<file path="src/rtl/pll_lock_sequencer_if.sv">
//======================================================================
// Module   : pll_lock_sequencer_if
// Brief    : PLL control and status bundle between the lock sequencer
//            and the pixel clock generator / consumer.
// Revision : 1.0 - initial release
//======================================================================
`default_nettype none

interface pll_lock_sequencer_if;
    logic       pll_lock;
    logic       retry_req;
    logic       pll_resetb;
    logic       pix_rst;
    logic       ready;
    logic       failed;
    logic [2:0] retries;
    logic [7:0] lost_cnt;

    // Sequencer side
    modport master (
        input  pll_lock,
        input  retry_req,
        output pll_resetb,
        output pix_rst,
        output ready,
        output failed,
        output retries,
        output lost_cnt
    );

    // PLL / consumer side
    modport slave (
        output pll_lock,
        output retry_req,
        input  pll_resetb,
        input  pix_rst,
        input  ready,
        input  failed,
        input  retries,
        input  lost_cnt
    );
endinterface

`default_nettype wire

</file>
<file path="src/rtl/pll_lock_sequencer.sv">
//======================================================================
// Module   : pll_lock_sequencer
// Brief    : Pixel-clock PLL power-up / recovery controller: timed PLL
//            reset, lock wait with bounded retries, stable-lock release.
// Revision : 1.0 - initial release
//======================================================================
`default_nettype none

module pll_lock_sequencer #(
    parameter int RST_CYCLES    = 16,
    parameter int LOCK_TIMEOUT  = 65536,
    parameter int STABLE_CYCLES = 1024,
    parameter int MAX_RETRIES   = 3
) (
    input  wire logic             clk_12m,
    input  wire logic             rst,
    pll_lock_sequencer_if.master  bus
);

    localparam int c_MAX_AB  = (RST_CYCLES > LOCK_TIMEOUT) ? RST_CYCLES : LOCK_TIMEOUT;
    localparam int c_MAX_CYC = (c_MAX_AB > STABLE_CYCLES) ? c_MAX_AB : STABLE_CYCLES;
    localparam int c_CNT_W   = $clog2(c_MAX_CYC);

    // Retry register is wide enough for MAX_RETRIES; the port view saturates at 7.
    localparam int c_RET_BITS = $clog2(MAX_RETRIES + 1);
    localparam int c_RET_W    = (c_RET_BITS > 3) ? c_RET_BITS : 3;

    localparam logic [c_CNT_W-1:0] c_RST_LAST    = c_CNT_W'(RST_CYCLES - 1);
    localparam logic [c_CNT_W-1:0] c_LOCK_LAST   = c_CNT_W'(LOCK_TIMEOUT - 1);
    localparam logic [c_CNT_W-1:0] c_STABLE_LAST = c_CNT_W'(STABLE_CYCLES - 1);
    localparam logic [c_CNT_W-1:0] c_CNT_ONE     = c_CNT_W'(1);
    localparam logic [c_RET_W-1:0] c_RET_MAX     = c_RET_W'(MAX_RETRIES);
    localparam logic [c_RET_W-1:0] c_RET_ONE     = c_RET_W'(1);
    localparam logic [c_RET_W-1:0] c_RET_SAT     = c_RET_W'(7);

    localparam logic [2:0] c_ST_PLL_RST   = 3'd0;
    localparam logic [2:0] c_ST_WAIT_LOCK = 3'd1;
    localparam logic [2:0] c_ST_STABLE    = 3'd2;
    localparam logic [2:0] c_ST_RUN       = 3'd3;
    localparam logic [2:0] c_ST_FAILED    = 3'd4;

    logic               r_sync_meta;
    logic               r_lock_s;
    logic [2:0]         r_state;
    logic [c_CNT_W-1:0] r_cnt;
    logic [c_RET_W-1:0] r_retries;
    logic [7:0]         r_lost_cnt;
    logic               r_pll_resetb;
    logic               r_pix_rst;
    logic               r_ready;
    logic               r_failed;

    logic [2:0]         w_state_nxt;
    logic               w_retry_inc;
    logic               w_retry_clr;
    logic               w_lost_inc;
    logic               w_timed;

    always_comb begin
        w_state_nxt = r_state;
        w_retry_inc = 1'b0;
        w_retry_clr = 1'b0;
        w_lost_inc  = 1'b0;
        case (r_state)
            c_ST_PLL_RST: begin
                if (r_cnt == c_RST_LAST) begin
                    w_state_nxt = c_ST_WAIT_LOCK;
                end
            end
            c_ST_WAIT_LOCK: begin
                // Lock takes priority over a timeout on the same cycle.
                if (r_lock_s) begin
                    w_state_nxt = c_ST_STABLE;
                end else if (r_cnt == c_LOCK_LAST) begin
                    if (r_retries == c_RET_MAX) begin
                        w_state_nxt = c_ST_FAILED;
                    end else begin
                        w_state_nxt = c_ST_PLL_RST;
                        w_retry_inc = 1'b1;
                    end
                end
            end
            c_ST_STABLE: begin
                if (!r_lock_s) begin
                    w_state_nxt = c_ST_WAIT_LOCK;
                end else if (r_cnt == c_STABLE_LAST) begin
                    w_state_nxt = c_ST_RUN;
                end
            end
            c_ST_RUN: begin
                if (!r_lock_s) begin
                    w_state_nxt = c_ST_PLL_RST;
                    w_lost_inc  = 1'b1;
                    w_retry_clr = 1'b1;
                end
            end
            c_ST_FAILED: begin
                if (bus.retry_req) begin
                    w_state_nxt = c_ST_PLL_RST;
                    w_retry_clr = 1'b1;
                end
            end
            default: begin
                w_state_nxt = c_ST_PLL_RST;
            end
        endcase
    end

    assign w_timed = (r_state == c_ST_PLL_RST) || (r_state == c_ST_WAIT_LOCK) ||
                     (r_state == c_ST_STABLE);

    always_ff @(posedge clk_12m or posedge rst) begin
        if (rst) begin
            r_sync_meta  <= 1'b0;
            r_lock_s     <= 1'b0;
            r_state      <= c_ST_PLL_RST;
            r_cnt        <= '0;
            r_retries    <= '0;
            r_lost_cnt   <= '0;
            r_pll_resetb <= 1'b0;
            r_pix_rst    <= 1'b1;
            r_ready      <= 1'b0;
            r_failed     <= 1'b0;
        end else begin
            r_sync_meta <= bus.pll_lock;
            r_lock_s    <= r_sync_meta;
            r_state     <= w_state_nxt;

            if (w_state_nxt != r_state) begin
                r_cnt <= '0;
            end else if (w_timed) begin
                r_cnt <= r_cnt + c_CNT_ONE;
            end

            if (w_retry_clr) begin
                r_retries <= '0;
            end else if (w_retry_inc) begin
                r_retries <= r_retries + c_RET_ONE;
            end

            if (w_lost_inc && (r_lost_cnt != 8'hFF)) begin
                r_lost_cnt <= r_lost_cnt + 8'd1;
            end

            // Outputs are decoded from the next state so they change with the state register.
            r_pll_resetb <= !((w_state_nxt == c_ST_PLL_RST) || (w_state_nxt == c_ST_FAILED));
            r_pix_rst    <= (w_state_nxt != c_ST_RUN);
            r_ready      <= (w_state_nxt == c_ST_RUN);
            r_failed     <= (w_state_nxt == c_ST_FAILED);
        end
    end

    assign bus.pll_resetb = r_pll_resetb;
    assign bus.pix_rst    = r_pix_rst;
    assign bus.ready      = r_ready;
    assign bus.failed     = r_failed;
    assign bus.retries    = (r_retries > c_RET_SAT) ? 3'd7 : r_retries[2:0];
    assign bus.lost_cnt   = r_lost_cnt;

endmodule

`default_nettype wire

</file>
<file path="src/flat_wrapper.sv">
// flat-port wrapper written by rule: the top's interface ports become plain ports
module pll_lock_sequencer_flat 
#(
    parameter int RST_CYCLES    = 16,
    parameter int LOCK_TIMEOUT  = 65536,
    parameter int STABLE_CYCLES = 1024,
    parameter int MAX_RETRIES   = 3
)
  (clk_12m, rst, bus_pll_lock, bus_retry_req, bus_pll_resetb, bus_pix_rst, bus_ready, bus_failed, bus_retries, bus_lost_cnt);
  pll_lock_sequencer_if bus_i ();
  input  wire logic clk_12m;
  input  wire logic rst;
  input wire logic [$bits(bus_i.pll_lock)-1:0] bus_pll_lock;
  input wire logic [$bits(bus_i.retry_req)-1:0] bus_retry_req;
  output wire logic [$bits(bus_i.pll_resetb)-1:0] bus_pll_resetb;
  output wire logic [$bits(bus_i.pix_rst)-1:0] bus_pix_rst;
  output wire logic [$bits(bus_i.ready)-1:0] bus_ready;
  output wire logic [$bits(bus_i.failed)-1:0] bus_failed;
  output wire logic [$bits(bus_i.retries)-1:0] bus_retries;
  output wire logic [$bits(bus_i.lost_cnt)-1:0] bus_lost_cnt;
  assign bus_i.pll_lock = bus_pll_lock;
  assign bus_i.retry_req = bus_retry_req;
  assign bus_pll_resetb = bus_i.pll_resetb;
  assign bus_pix_rst = bus_i.pix_rst;
  assign bus_ready = bus_i.ready;
  assign bus_failed = bus_i.failed;
  assign bus_retries = bus_i.retries;
  assign bus_lost_cnt = bus_i.lost_cnt;
  pll_lock_sequencer #(.RST_CYCLES(RST_CYCLES), .LOCK_TIMEOUT(LOCK_TIMEOUT), .STABLE_CYCLES(STABLE_CYCLES), .MAX_RETRIES(MAX_RETRIES)) u_core (.clk_12m(clk_12m), .rst(rst), .bus(bus_i));
endmodule
</file>
<file path="config.mk">
export PLATFORM = sky130hd
export DESIGN_NAME = pll_lock_sequencer_flat
export DESIGN_NICKNAME = d
export VERILOG_FILES = /design/src/rtl/pll_lock_sequencer_if.sv /design/src/rtl/pll_lock_sequencer.sv /design/src/flat_wrapper.sv
export SDC_FILE = /design/constraint.sdc
export NUM_CORES = 1
export LEC_CHECK = 0
export BUFFER_PORTS_ARGS = -buffer_cell sky130_fd_sc_hd__clkbuf_2
export CAP_MARGIN = 10
export CORE_MARGIN = 10
export CORE_UTILIZATION = 35
export CTS_CLUSTER_SIZE = 30
export DETAILED_ROUTE_END_ITERATION = 7
export SYNTH_ARGS = -nofsm -noshare
export SYNTH_HDL_FRONTEND = slang
export SYNTH_SLANG_ARGS = --single-unit
</file>
<file path="constraint.sdc">
create_clock -name clk_12m -period 2.2 [get_ports clk_12m]
set_input_delay 0.33 -clock clk_12m [delete_from_list [all_inputs] [get_ports clk_12m]]
set_output_delay 0.33 -clock clk_12m [all_outputs]
set_load 0.01 [all_outputs]
</file>
==> results.md, run 1 <==
* Total CTS buffers at 5
* Setup crit end: u_core.r_cnt[14]
* Largest area contributor in the netlist: dfrtp_1
* Crit-path cells: ha_1, and3_1, nand2_1, nor4_1, o31a_2, nor3_1
* FP Rows at 26
* R2r endpoint: u_core.r_cnt[14]
* MaxCap Viol Count at 0
* Number of inserted diodes at 0
* Synthesis-stage register bit count at 36
* CTS Root Cell: clkbuf_8
* Worst skew pair latency at 0.29 ns
* Via count at roughly 1300
* Setup TNS at 0 ns
* Postcts setup bufs at 0
* Initial Util at 0.362
* Final ANT Viol Nets at 0
* Fill count at 522
* CTS tree: built
* Crit path capture type: flop
* Storage cell area at 902 um^2
* Async set-reset flop share out of synthesis at 1.00
* Max IR drop VDD at 0.478 mV
* Clock Skew at 0.00566 ns
* Boundary Pins at 19
* CTS sink count at 36
* DP Wirelength at 2540 um
* Die area at 8630 um^2
* Crit. Startpoint: u_core.r_cnt[0]
* H-tree levels at 2
* Post-route DRC at 0
* Worst Path Arrival at approximately 2.1 ns
* First-pass GRT wire length at 6530 um
* Vias per Instance at 4.96
* Pin count of the biggest net entering global routing at 37
* CTS clk-pin slew, worst paths at ~0.070 ns
* Outcome: finished clean
* Dpl ws at around 0.23 ns
* Post-synth EDFFs at 0
* GRT overflow at 0
* Max-slew violation count at 0
* 1st-iter DRT viols at 46
* Synth top area cells: dfrtp_1 (47%), xor2_1 (5.7%), nor3_1 (5.1%), xnor2_1 (4.7%), nand3_1 (3.0%)
* Initial antenna violation count at 0
* Unrepaired setup endpoints after global routing: no
* Core area at 5140 um^2
* Ys flop type: dfrtp_1
* HP Class: input pin to async pin
* Synth unique cells at a little over 40
* Most Crowded Layer GR: met2
* CTS-repair resized insts at 0
* Chip Width at 92.9 um
* Fraction of layout cells with a size suffix above 1 at 0.226
* Vias in the first global route at about 1300
* Synthesis-to-layout area growth at 15.1%
* Most common cell in the synthesized netlist: dfrtp_1
* CP max-delay cell: dfrtp_1
* Static leakage power at approximately 1 nW
* Period utilisation layout at 0.890
* Port buffer count at 18
* Hold Buf Count CTS at 0
* RD Place Congestion at between 0.7 and 0.8
* Critical R2R Launch: u_core.r_cnt[0]
* R2r setup slk at 0.24 ns
* NumNets Final at 202
* Final setup fails at 0
* Clock Path Buffers at 2
* Commonest cells post-synth: dfrtp_1 (35), nor3_1 (19), xor2_1 (12), nand3_1 (11)
* Post-synthesis sequential area ratio at 0.485
* Footprint of the multi-input gates at 891 um^2
* Yosys Warn Count at 0
* Total global routing track utilization at 0.0919
* Setup crit start kind: flop
* Cell count after synthesis at 173
* Die Y at 92.9 um
* Routed len/inst at 13.4 um
* Total length of routed wires at 3550 um
* Final hold vios at 0
* Max Freq at 511 MHz
* Met3 GRT Util at 0.0355
* Crit path max fanout at 16
* Pre-antenna DRT Iters at 4
* Slew headroom at 0.691
* Max incr delay on CP at 0.40 ns
* GR Layer Usage met1 at 0.114
* Post-synth top area share at 0.471
* Cell area after synthesis at between 1500 and 2000 um^2
* Worst Tran Pin Value at 0.460 ns
* Final WS setup at 0.242 ns
* Met2 Use GR at 0.140
* Critical Path RT at between 2 and 2.5 ns
* Tmin final at ~2.0 ns
* CP Class: flop to flop
* Power per standard cell area at about 1000 nW/um^2
* Syn Nets at about 180
* Worst reg-to-reg path cell count at 6
* Syn_area_per_cell at 10.7 um^2
[registers in the layout (all words and copies together), names as in the netlist]
signal,count
u_core.bus.failed,1
u_core.bus.lost_cnt,8
u_core.bus.pix_rst,1
u_core.bus.pll_resetb,1
u_core.bus.ready,1
u_core.r_cnt,16
u_core.r_lock_s,1
u_core.r_retries,3
u_core.r_state,3
u_core.r_sync_meta,1
[worst max-delay path: cells and delay by family, from the launching register on]
family / cells / cell delay (ns)
AND/OR/NAND/NOR: 4 / 0.82
AO/OA/AOI/OAI: 1 / 0.40
flip-flops: 1 / 0.40
adder cells (fa/ha/maj): 1 / 0.20
[kinds of logic (layout without fill, tap and decap cells)]
family                     count (synthesis)  in the layout  share of synthesized area
and+or+nand+nor                           81             81                      0.271
muxes                                      2              2                     0.0114
DFF                                       36             36                      0.485
AOI/OAI and AO/OA                         15             15                     0.0660
xor gates and xnor gates                  22             22                      0.104
buffers and inverters                     13             35                     0.0357
adders and majority gates                  4              4                     0.0269
[layout by cell type (no fill, tap or decap), types with 2 or more instances in the layout]
cell type / count
dfrtp_1: 35
nor3_1: 19
clkbuf_2: 18
xor2_1: 12
nand3_1: 11
xnor2_1: 10
nand2_1: 10
nor2_1: 9
nand4_1: 6
inv_1: 6
nor4_1: 5
clkbuf_8: 5
and3_1: 4
ha_1: 4
nand2b_1: 3
a21oi_1: 3
o21ai_0: 3
and4_1: 2
and4_2: 2
a41o_2: 2
buf_4: 2
[through the flow]
step	util	instance area, um^2	total power [mW]	hold WS, ns	std cells
after floorplan	-	1860	1.43	0.331	173
after global placement	0.391	2010	1.54	0.333	256
after detailed placement	0.391	2010	1.55	0.338	256
after CTS	0.412	2120	2.15	0.136	264
after global routing	0.416	2140	2.28	0.129	265
final	0.416	2140	2.11	0.117	265
[cell type report]
type                       instances  area share
sequential                        36       0.422
multi-input combinational        124       0.416
timing repair buffer              21      0.0585
tap                               70      0.0409
clock buffer                       5      0.0322
clock inverter                     3      0.0199
inverter                           6      0.0105
[per-layer routing]
layer | wire length, um | part of all wire
met2 | 1590 | 0.45
met1 | 1700 | 0.48
met5 | 0 | 0
met4 | 40 | 0.011
met3 | 211 | 0.059
[power by group]
part / internal [mW] / switching [mW]
Combinational: 0.245 / 0.307
Sequential: 0.798 / 0.178
Clock: 0.335 / 0.248
Total: 1.38 / 0.732
[how the worst min path moves through the flow]
stage,to,slack [ns],depth (start not counted)
3_5_place_dp,u_core.r_lock_s,0.34,0
6_report,u_core.bus.pll_resetb,0.12,3
3_3_place_gp,u_core.r_lock_s,0.33,0
2_1_floorplan,u_core.r_lock_s,0.33,0
5_1_grt,u_core.r_sync_meta,0.13,1
4_1_cts,u_core.bus.lost_cnt[4],0.14,3
Power figures use the tool's default switching activity.
==> inputs of run 2 (changes only) <==
CORE_MARGIN = 5   (was 10)
GPL_TIMING_DRIVEN = 1   (was not set)
PLACE_DENSITY_LB_ADDON = 0.05   (was not set)
==> run 2 against run 1 <==
Register-to-register slack lost 0.03 ns; sequential power up 0.6%; power about the same; maximum frequency fell by 1.4%; setup slack got worse by 0.027 ns; sequential cell count is the same; wire length rose by 5.5%; largest power group unchanged; global-route usage is 2.8 points higher; cell count is 0.38% lower; clock skew is 0.0029 ns lower; highest routed layer unchanged.
==> results.md, run 2 (synthesis results as in run 1) <==
* Outcome: finished clean
* Final non-filler cell total at 264
* FP Rows at 26
* Slew headroom at 0.692
* Vias in the first global route at 1437
* Clock Skew at 0.00281 ns
* Hold Buf Count CTS at 0
* Reg power frac at 0.464
* P_sw at ~0.73 mW
* Setup TNS at 0 ns
* CP Class: flop to flop
* Commonest cells after routing, fill and taps aside: dfrtp_1 (35), nor3_1 (19), clkbuf_2 (18)
* HP Class: input pin to async pin
* Largest Register: u_core.r_cnt
* First-pass GRT wire length at 6850 um
* NumNets Final at about 200
* Fill count at ~540
* Total CTS buffers at 5
* Number of inserted diodes at 0
* 1st-iter DRT viols at 21
* Number of flip-flops in the largest register at 16
* Initial Util at 0.362
* Crit-path cells: nand4_4, nor4_4, a41oi_2, nor2_4, nor3_1
* Placed Instance Area at ~2000 um^2
* CTS clk-pin slew, worst paths at 0.07 ns
* Switch share at 0.347
* CP max-delay cell: dfrtp_1
* MaxCap Viol Count at 0
* Die Y at 82.9 um
* Period utilisation layout at 0.902
* Core area at 5140 um^2
* Worst skew pair latency at 0.28 ns
* H-tree levels at 2
* Clock share of power at 0.266
* Pin count of the biggest net entering global routing at 37
* CTS tree: built
* Max IR drop VDD at 0.462 mV
* Final WS setup at 0.215 ns
* Initial antenna violation count at 0
* Critical Path RT at 2.35 ns
* Placed Instances at approximately 260
* Final hold vios at 0
* Power per standard cell area at 998 nW/um^2
* CTS-repair resized insts at 0
* Synthesis-to-layout area growth at 13.8%
* Postcts setup bufs at 0
* Util after Layout at 0.412
* CTS Root Cell: clkbuf_8
* Pint at 1.38 mW
* Setup crit start kind: flop
* Boundary Pins at 19
* Max-slew violation count at 0
* Dpl ws at 0.213 ns
* CTS sink count at 36
* Leading cell type in the layout, fill and taps excluded: dfrtp_1
* DP Wirelength at 2740 um
* Clock Path Buffers at 2
* Unrepaired setup endpoints after global routing: no
* Pre-antenna DRT Iters at 4
* Worst Tran Pin Value at approximately 0.46 ns
* Total length of routed wires at 3750 um
* Via count at approximately 1400
* Routed len/inst at 14.2 um
* Fraction of layout cells with a size suffix above 1 at 0.216
* Chip Width at approximately 83 um
* Logic pwr share at 0.269
* GRT overflow at 0
* Post-route DRC at 0
* Die area at 6870 um^2
* Crit path max fanout at 16
* Max Freq at about 500 MHz
* Final setup fails at 0
* RD Place Congestion at 0.787
* Static leakage power at just under 1 nW
* Storage cell area at 902 um^2
* Footprint of the multi-input gates at 891 um^2
* Total global routing track utilization at 0.120
* Crit path capture type: flop
* Tmin final at 1.98 ns
* Max incr delay on CP at 0.50 ns
* Final instance area at 2120 um^2
* Vias per Instance at 5.17
* Worst Path Arrival at between 2 and 2.5 ns
* Final ANT Viol Nets at 0
* Port buffer count at 18
## run 2: cell count changes in the layout (fill, tap and decap cells not counted), sizes merged
cell      previous run  this run
clkbuf              23        24
clkinvlp             1         0
buf                  3         2
## run 2: metal layers
layer / wire length (um) / track usage / up-vias
li1: - / - / 672
met1: 1670 / 0.143 / 665
met2: 1870 / 0.207 / 22
met3: 140 / 0.0317 / 7
met4: 62 / 0.0446 / 0
met5: 0 / 0 / -
## run 2: power groups by stage
stage	clock [mW]	combinational, mW	sequential, mW
3_3_place_gp	0	0.555	0.986
4_1_cts	0.587	0.581	0.981
3_5_place_dp	0	0.574	0.993
2_1_floorplan	0	0.485	0.942
6_report	0.563	0.569	0.981
5_1_grt	0.612	0.653	1.01
## run 2: path summary, 6_finish.rpt
kind | start | end | slack, ns | cells after the start
worst max-delay path | u_core.r_cnt[4] | u_core.r_cnt[10] | 0.22 | 5
worst min-delay path | rst | u_core.bus.lost_cnt[3] | 0.12 | 3
worst max register to register | u_core.r_cnt[4] | u_core.r_cnt[10] | 0.22 | 5
worst min register to register | u_core.r_sync_meta | u_core.r_lock_s | 0.35 | 0
max in group asynchronous | rst | u_core.bus.pix_rst | 1.74 | 3
min in group clk_12m | bus_pll_lock | u_core.r_sync_meta | 0.15 | 1
## run 2: final cells by class
type	instances	share of cell area
clock buffer	6	0.0343
multi-input combinational	124	0.421
timing repair buffer	20	0.0497
clock inverter	2	0.0166
inverter	6	0.0106
tap	70	0.0414
sequential	36	0.426
## run 2: critical path: cells and delay by family, from the launching register on
| family | cells | cell delay (ns) |
|---|---|---|
| AOI/OAI and AO/OA | 1 | 0.21 |
| DFF | 1 | 0.50 |
| and+or+nand+nor | 4 | 1.14 |
## run 2: stage by stage
stage / hold WS, ns / power, mW
2_1_floorplan: 0.331 / 1.43
3_3_place_gp: 0.332 / 1.54
3_5_place_dp: 0.336 / 1.57
4_1_cts: 0.133 / 2.15
5_1_grt: 0.136 / 2.28
6_report: 0.122 / 2.11
